[src/rtl/data_types.sv]
// Shared data types for the result-broadcast path: tags, data words and the
// common data bus payload.
package data_types;

  localparam int CDB_NUM_SRC = 4;

  typedef logic [31:0] word32_t;
  typedef logic [4:0]  rs_tag_t;

  // Tag value meaning "nothing on the bus" / "no producer".
  localparam rs_tag_t NO_VAL = 5'd0;

  typedef struct packed {
    rs_tag_t tag;
    word32_t val;
  } cdb_t;

endpackage

[src/rtl/cdb_rr_arbiter.sv]
// One-hot grant generator for the CDB result entries.
// Build option CDB_RR_ARB_EN: round-robin search starting at a pointer that
// moves to one past the last winner. Without it, lowest index wins and the
// block is purely combinational.
module cdb_rr_arbiter
  import data_types::*;
#(
  parameter int NUM_SRC = CDB_NUM_SRC
) (
`ifdef CDB_RR_ARB_EN
  input  logic               clk_i,
  input  logic               reset_ni,
`endif
  input  logic [NUM_SRC-1:0] req_i,
  output logic [NUM_SRC-1:0] gnt_o
);

`ifdef CDB_RR_ARB_EN
  localparam int PTR_W = (NUM_SRC > 1) ? $clog2(NUM_SRC) : 1;

  logic [PTR_W-1:0] ptr_q;
  logic [PTR_W-1:0] gnt_idx;
  logic             found;

  // Pick the first requester at or after the pointer, wrapping around.
  always_comb begin
    gnt_o   = '0;
    gnt_idx = '0;
    found   = 1'b0;
    for (int k = 0; k < NUM_SRC; k++) begin
      int idx;
      idx = int'(ptr_q) + k;
      if (idx >= NUM_SRC) idx = idx - NUM_SRC;
      if (!found && req_i[idx]) begin
        found      = 1'b1;
        gnt_o[idx] = 1'b1;
        gnt_idx    = PTR_W'(idx);
      end
    end
  end

  // Advance the pointer past the winner; hold it when nobody is granted.
  always_ff @(posedge clk_i or negedge reset_ni) begin
    if (!reset_ni) begin
      ptr_q <= '0;
    end else if (found) begin
      ptr_q <= (gnt_idx == PTR_W'(NUM_SRC - 1)) ? '0 : gnt_idx + 1'b1;
    end
  end
`else
  logic found;

  // Lowest-index requester wins.
  always_comb begin
    gnt_o = '0;
    found = 1'b0;
    for (int k = 0; k < NUM_SRC; k++) begin
      if (!found && req_i[k]) begin
        found    = 1'b1;
        gnt_o[k] = 1'b1;
      end
    end
  end
`endif

endmodule

[src/rtl/cdb_arbiter.sv]
// Common data bus arbiter: one buffered result per functional unit, one
// broadcast per cycle on a registered bus. Speculative results are dropped
// on a mispredict and promoted to non-speculative on a correct prediction.
// Build option CDB_RR_ARB_EN selects round-robin instead of fixed priority.
module cdb_arbiter
  import data_types::*;
#(
  parameter int NUM_SRC = CDB_NUM_SRC
) (
  input  logic               clk_i,
  input  logic               reset_ni,
  input  logic [NUM_SRC-1:0] src_valid_i,
  input  rs_tag_t            src_tag_i  [NUM_SRC],
  input  word32_t            src_val_i  [NUM_SRC],
  input  logic [NUM_SRC-1:0] src_spec_i,
  output logic [NUM_SRC-1:0] src_ready_o,
  input  logic               cond_eval_i,
  input  logic               corr_pred_i,
  output cdb_t               cdb_o
);

  logic [NUM_SRC-1:0] ent_valid;
  logic [NUM_SRC-1:0] ent_spec;
  rs_tag_t            ent_tag [NUM_SRC];
  word32_t            ent_val [NUM_SRC];

  logic               squash;
  logic               commit;
  logic [NUM_SRC-1:0] req;
  logic [NUM_SRC-1:0] grant;
  logic [NUM_SRC-1:0] store;
  cdb_t               cdb_nxt;

  assign squash = cond_eval_i & ~corr_pred_i;
  assign commit = cond_eval_i & corr_pred_i;

  // Entries being squashed this cycle must not reach the bus.
  assign req         = ent_valid & ~(ent_spec & {NUM_SRC{squash}});
  assign src_ready_o = ~ent_valid | grant;

  cdb_rr_arbiter #(.NUM_SRC(NUM_SRC)) u_arb (
`ifdef CDB_RR_ARB_EN
    .clk_i    (clk_i),
    .reset_ni (reset_ni),
`endif
    .req_i    (req),
    .gnt_o    (grant)
  );

  // Accepted results are stored unless they carry no tag or die in a squash.
  always_comb begin
    store = '0;
    for (int i = 0; i < NUM_SRC; i++) begin
      store[i] = src_valid_i[i] & src_ready_o[i] & (src_tag_i[i] != NO_VAL)
               & ~(squash & src_spec_i[i]);
    end
  end

  // Entry bookkeeping: refill wins over drain/squash, commit clears spec.
  always_ff @(posedge clk_i or negedge reset_ni) begin
    if (!reset_ni) begin
      ent_valid <= '0;
      ent_spec  <= '0;
      for (int i = 0; i < NUM_SRC; i++) begin
        ent_tag[i] <= NO_VAL;
        ent_val[i] <= '0;
      end
    end else begin
      for (int i = 0; i < NUM_SRC; i++) begin
        if (store[i]) begin
          ent_valid[i] <= 1'b1;
          ent_spec[i]  <= src_spec_i[i] & ~commit;
          ent_tag[i]   <= src_tag_i[i];
          ent_val[i]   <= src_val_i[i];
        end else begin
          if (grant[i] || (squash && ent_spec[i])) ent_valid[i] <= 1'b0;
          if (commit) ent_spec[i] <= 1'b0;
        end
      end
    end
  end

  // Select the granted entry, or an idle bus word.
  always_comb begin
    cdb_nxt.tag = NO_VAL;
    cdb_nxt.val = '0;
    for (int i = 0; i < NUM_SRC; i++) begin
      if (grant[i]) begin
        cdb_nxt.tag = ent_tag[i];
        cdb_nxt.val = ent_val[i];
      end
    end
  end

  // Register the broadcast.
  always_ff @(posedge clk_i or negedge reset_ni) begin
    if (!reset_ni) begin
      cdb_o.tag <= NO_VAL;
      cdb_o.val <= '0;
    end else begin
      cdb_o <= cdb_nxt;
    end
  end

endmodule

[config.mk]
export PLATFORM = sky130hd
export DESIGN_NAME = cdb_arbiter
export DESIGN_NICKNAME = d
export VERILOG_FILES = /design/src/rtl/data_types.sv /design/src/rtl/cdb_rr_arbiter.sv /design/src/rtl/cdb_arbiter.sv
export SDC_FILE = /design/constraint.sdc
export NUM_CORES = 1
export LEC_CHECK = 0
export ABC_AREA = 1
export BUFFER_PORTS_ARGS = -buffer_cell sky130_fd_sc_hd__buf_4
export CAP_MARGIN = 10
export CORE_ASPECT_RATIO = 1.1
export CORE_UTILIZATION = 35
export CTS_CLUSTER_SIZE = 8
export DETAILED_ROUTE_END_ITERATION = 16
export PLACE_DENSITY = 0.57
export SLEW_MARGIN = 40
export SYNTH_ARGS = -nofsm -noshare
export SYNTH_HDL_FRONTEND = slang
export SYNTH_HIERARCHICAL = 1
export SYNTH_SLANG_ARGS = --single-unit
[constraint.sdc]
create_clock -name clk_i -period 3.5 [get_ports clk_i]
set_input_delay 0.175 -clock clk_i [delete_from_list [all_inputs] [get_ports clk_i]]
set_output_delay 0.175 -clock clk_i [all_outputs]
set_load 0.05 [all_outputs]
==> parameters.txt <==
Parameter                              Value

Power
  Switching power total ... 0.004287 W
  Switching fraction of total power ... 0.4241
  Clock group share of total power ... 0.195
  Int Power ... 0.005822 W
  Combinational cell fraction of total power ... 0.430
  PwrDens ... 833.3 mW/mm2
  Static Leak ... 6.369 nW
  Worst vdd ir ... 0.3309 mV
  Sequential fraction of design power ... 0.375

Floorplanning
  Chip width ... 150.8 um
  Placeable Area ... 0.02377 mm2
  Die Y-Extent ... 165.7 um
  Initial Utilization ... 0.3587
  Std-Cell Rows ... 59
  Total die area ... 0.02499 mm2
  IO Count ... 201

CTS
  Clk_lat worst skew ... 0.42 ns
  Master cell of the clock root buffer ... sky130_fd_sc_hd__clkbuf_16
  Sink count of the clock tree ... 193
  Buffers inserted by post-CTS timing repair ... 0
  Clock transition at the registers of the reported paths ... 0.07 ns
  H-tree Lvls ... 4
  Bufs on Longest Clock Path ... 2
  CTS tree ... yes
  CTS Hold Bufs ... 131
  Number of gates resized after cts ... 0
  Number of clock buffers inserted by TritonCTS ... 17

Status
  Status ... finished, final reports clean

Drt
  Routed length on met1 ... 11.59 mm
  Starting DRT DRC Count ... 413
  First-pass detailed-route iteration total ... 4
  Sum of met2 wire segment lengths after detailed routing ... 13.44 mm
  Routed wire length ... 26.67 mm
  Top routing layer used ... met4
  Wirelength per Cell ... 16.35 um
  Detailed-routed wire length on met3 ... 1.186 mm
  Drt drc ... 0
  Vias/cell ... 4.815
  Via count ... 7854
  Remaining antenna violation count ... 0

Logic synthesis
  Leading post-synthesis cells by cell area ... sky130_fd_sc_hd__dfrtp_1, sky130_fd_sc_hd__nand2_1, sky130_fd_sc_hd__nand3_1, sky130_fd_sc_hd__o211ai_1, sky130_fd_sc_hd__inv_1
  Yosys warnings ... 6
  Post-synth net total ... 1170
  Area leader, netlist ... sky130_fd_sc_hd__dfrtp_1
  Area fraction of the dominant cell type after synthesis ... 0.5664
  Number of standard cells after synthesis ... 1010
  Summed instance area of the synthesized netlist ... 0.008527 mm2
  Syn Area/Cell ... 8.443 um2
  Count of cell types in the netlist ... 23
  Number of synthesized register bits ... 193
  Sequential share of the synthesized area ... 0.5664

Global routing
  Number of antenna violations at the first check in global routing ... 0
  Maximum number of pins on one net before global-route repair ... 80
  Vias in the first global route ... 8185
  Total Routing Usage GR ... 0.2232
  Total global routing overflow ... 0
  Global-route wire length before repair ... 42.64 mm

Finish
  Ant. Diodes ... 0
  Utilization after layout ... 0.5104
  Layout cell share with drive strength beyond 1 ... 0.2097
  Post-layout nets ... 1473
  Final instance area ... 0.01213 mm2
  Post-synthesis to final-layout area growth ... 42.27%
  Post-route non-filler standard cell count ... 1631

STA
  Worst clock skew ... 0.009312 ns
  Final TNS setup ... 0 ns
  Period utilisation layout ... 0.7243
  Least-Margin Pin Slew ... 0.8481 ns
  Setup repair after global routing missed its margin ... false
  Final Hold Viols ... 0
  Time the worst path needs with I/O delays and setup ... 2.535 ns
  Final-report setup violation count ... 0
  Final Max Tran Viols ... 0
  Max Fclk ... 0.3945 GHz
  Remaining max-slew budget at the tightest pin ... 0.4346

Setup path
  Worst Setup End Kind ... flop
  Critical-path cell list ... inv_1 -> o21ai_0 -> inv_1 -> nor2_4 -> buf_4 -> inv_2 -> a21boi_2 -> nand3_4 -> buf_4 -> nand2_1 -> o21ai_2
  Crit path max fanout ... 40
  Arrival time at the worst endpoint ... 2.84 ns
  Slowest Stage Delay on Critical Path ... 0.43 ns
  Worst setup path class ... reg2reg
  Required time of the critical path ... 3.80 ns
  Nature of the critical path startpoint ... flop
  CP max stage cell ... sky130_fd_sc_hd__buf_4

Flow run
  Max-cap violations ... 0

Place
  Buffers added on ports ... 200
  Count of placed standard cells including taps ... 1467
  Routability Congestion ... 0.8061
  Post-detailed-placement half-perimeter wirelength ... 16.79 mm
  Cell area after placement ... 0.01022 mm2

Worst hold path
  Min-Delay Path Class ... in2reg
==> state kept, by name (all words and copies together) (netlist names) <==
register / flops
ent_val: 128
cdb_o: 37
ent_tag: 20
ent_spec: 4
ent_valid: 4
==> cell usage after synthesis, drive strengths merged <==
master  count
a21boi      1
a21oi      40
and2        3
buf        43
clkbuf     22
dfrtp     193
inv        64
nand2     422
nand3     120
nand4       1
nor2       16
o211ai     37
o21ai      48
==> path summary, 6_finish.rpt <==
kind / slack, ns / endpoint / start / depth (start not counted)
setup / recovery: 0.96 / ent_val[82]$_DFFE_PN0P_ / ent_spec[0]$_DFFE_PN0P_ / 11
hold / removal: 0.02 / ent_val[76]$_DFFE_PN0P_ / src_val_i[76] / 3
setup reg to reg: 0.96 / ent_val[82]$_DFFE_PN0P_ / ent_spec[0]$_DFFE_PN0P_ / 11
hold reg to reg: 0.48 / ent_tag[2]$_DFFE_PN0P_ / ent_tag[2]$_DFFE_PN0P_ / 2
max in group asynchronous: 2.17 / cdb_o[24]$_DFF_PN0_ / reset_ni / 3
min in group asynchronous: 0.33 / ent_val[99]$_DFFE_PN0P_ / reset_ni / 2
==> worst max-delay path, delay by kind of cell (launching register included) <==
family                 cells  cell delay [ns]
and+or+nand+nor            3             0.64
AOI/OAI and AO/OA          3             0.44
buffers and inverters      5             0.96
DFF                        1             0.34
==> stage by stage <==
step / setup WS (ns) / power, W / hold WS (ns)
6_report: 0.9649 / 0.01011 / 0.01867
5_1_grt: 0.7154 / 0.01085 / 0.002683
4_1_cts: 0.9618 / 0.01021 / 0.0001088
3_5_place_dp: 0.8024 / 0.008095 / 0.2428
3_3_place_gp: 0.8725 / 0.008012 / 0.2469
2_1_floorplan: 1.650 / 0.006763 / -0.1206
==> power by group through the flow <==
stage	sequential, W	clock [W]	combinational (W)
2_1_floorplan	0.00435	0	0.00241
5_1_grt	0.00391	0.00210	0.00485
3_5_place_dp	0.00381	0	0.00428
3_3_place_gp	0.00381	0	0.00421
4_1_cts	0.00379	0.00202	0.00441
6_report	0.00379	0.00197	0.00435
==> cell type report <==
cell class | instances | area [um2]
clock buffer | 21 | 470.5
clock inverter | 11 | 118.9
fill | 2285 | 11640
inverter | 64 | 240.2
multi-input combinational | 688 | 3122
sequential | 193 | 4830
tap | 305 | 381.6
timing repair buffer | 349 | 2969
==> layout by cell type, fill, tap and decap left out, types with 2 or more instances in the layout <==
master                          synthesis  routed
sky130_fd_sc_hd__inv_1                 61      60
sky130_fd_sc_hd__o21ai_2               10      10
sky130_fd_sc_hd__inv_2                  3       4
sky130_fd_sc_hd__nand2_1              422     422
sky130_fd_sc_hd__clkinvlp_4             0       2
sky130_fd_sc_hd__nor2_1                14      11
sky130_fd_sc_hd__o21ai_0               16      16
sky130_fd_sc_hd__o21ai_1               22      22
sky130_fd_sc_hd__dfrtp_1              193     193
sky130_fd_sc_hd__nand3_2                4       6
sky130_fd_sc_hd__clkbuf_8               0       4
sky130_fd_sc_hd__nor2_4                 1       5
sky130_fd_sc_hd__inv_8                  0       3
sky130_fd_sc_hd__and2_2                 0       2
sky130_fd_sc_hd__o211ai_1              37      37
sky130_fd_sc_hd__a21oi_1               40      40
sky130_fd_sc_hd__clkbuf_16              0      17
sky130_fd_sc_hd__buf_4                  5     215
sky130_fd_sc_hd__inv_6                  0       4
sky130_fd_sc_hd__nand3_1              116     113
sky130_fd_sc_hd__dlygate4sd3_1          0     132
==> kinds of logic (layout without fill, tap and decap cells) <==
group	count (synthesis)	after routing	synth area share
buffers and inverters	129	445	0.07396
DFF	193	193	0.5664
and+or+nand+nor	562	562	0.2697
AOI/OAI and AO/OA	126	126	0.08995
==> layer usage <==
| metal | track usage | vias to the layer above |
|---|---|---|
| met4 | 0.07565 | 0 |
| met5 | 0 | - |
| met3 | 0.03444 | 32 |
| li1 | - | 3841 |
| met2 | 0.3835 | 225 |
| met1 | 0.2826 | 3756 |
(Power assumes the default switching activity.)
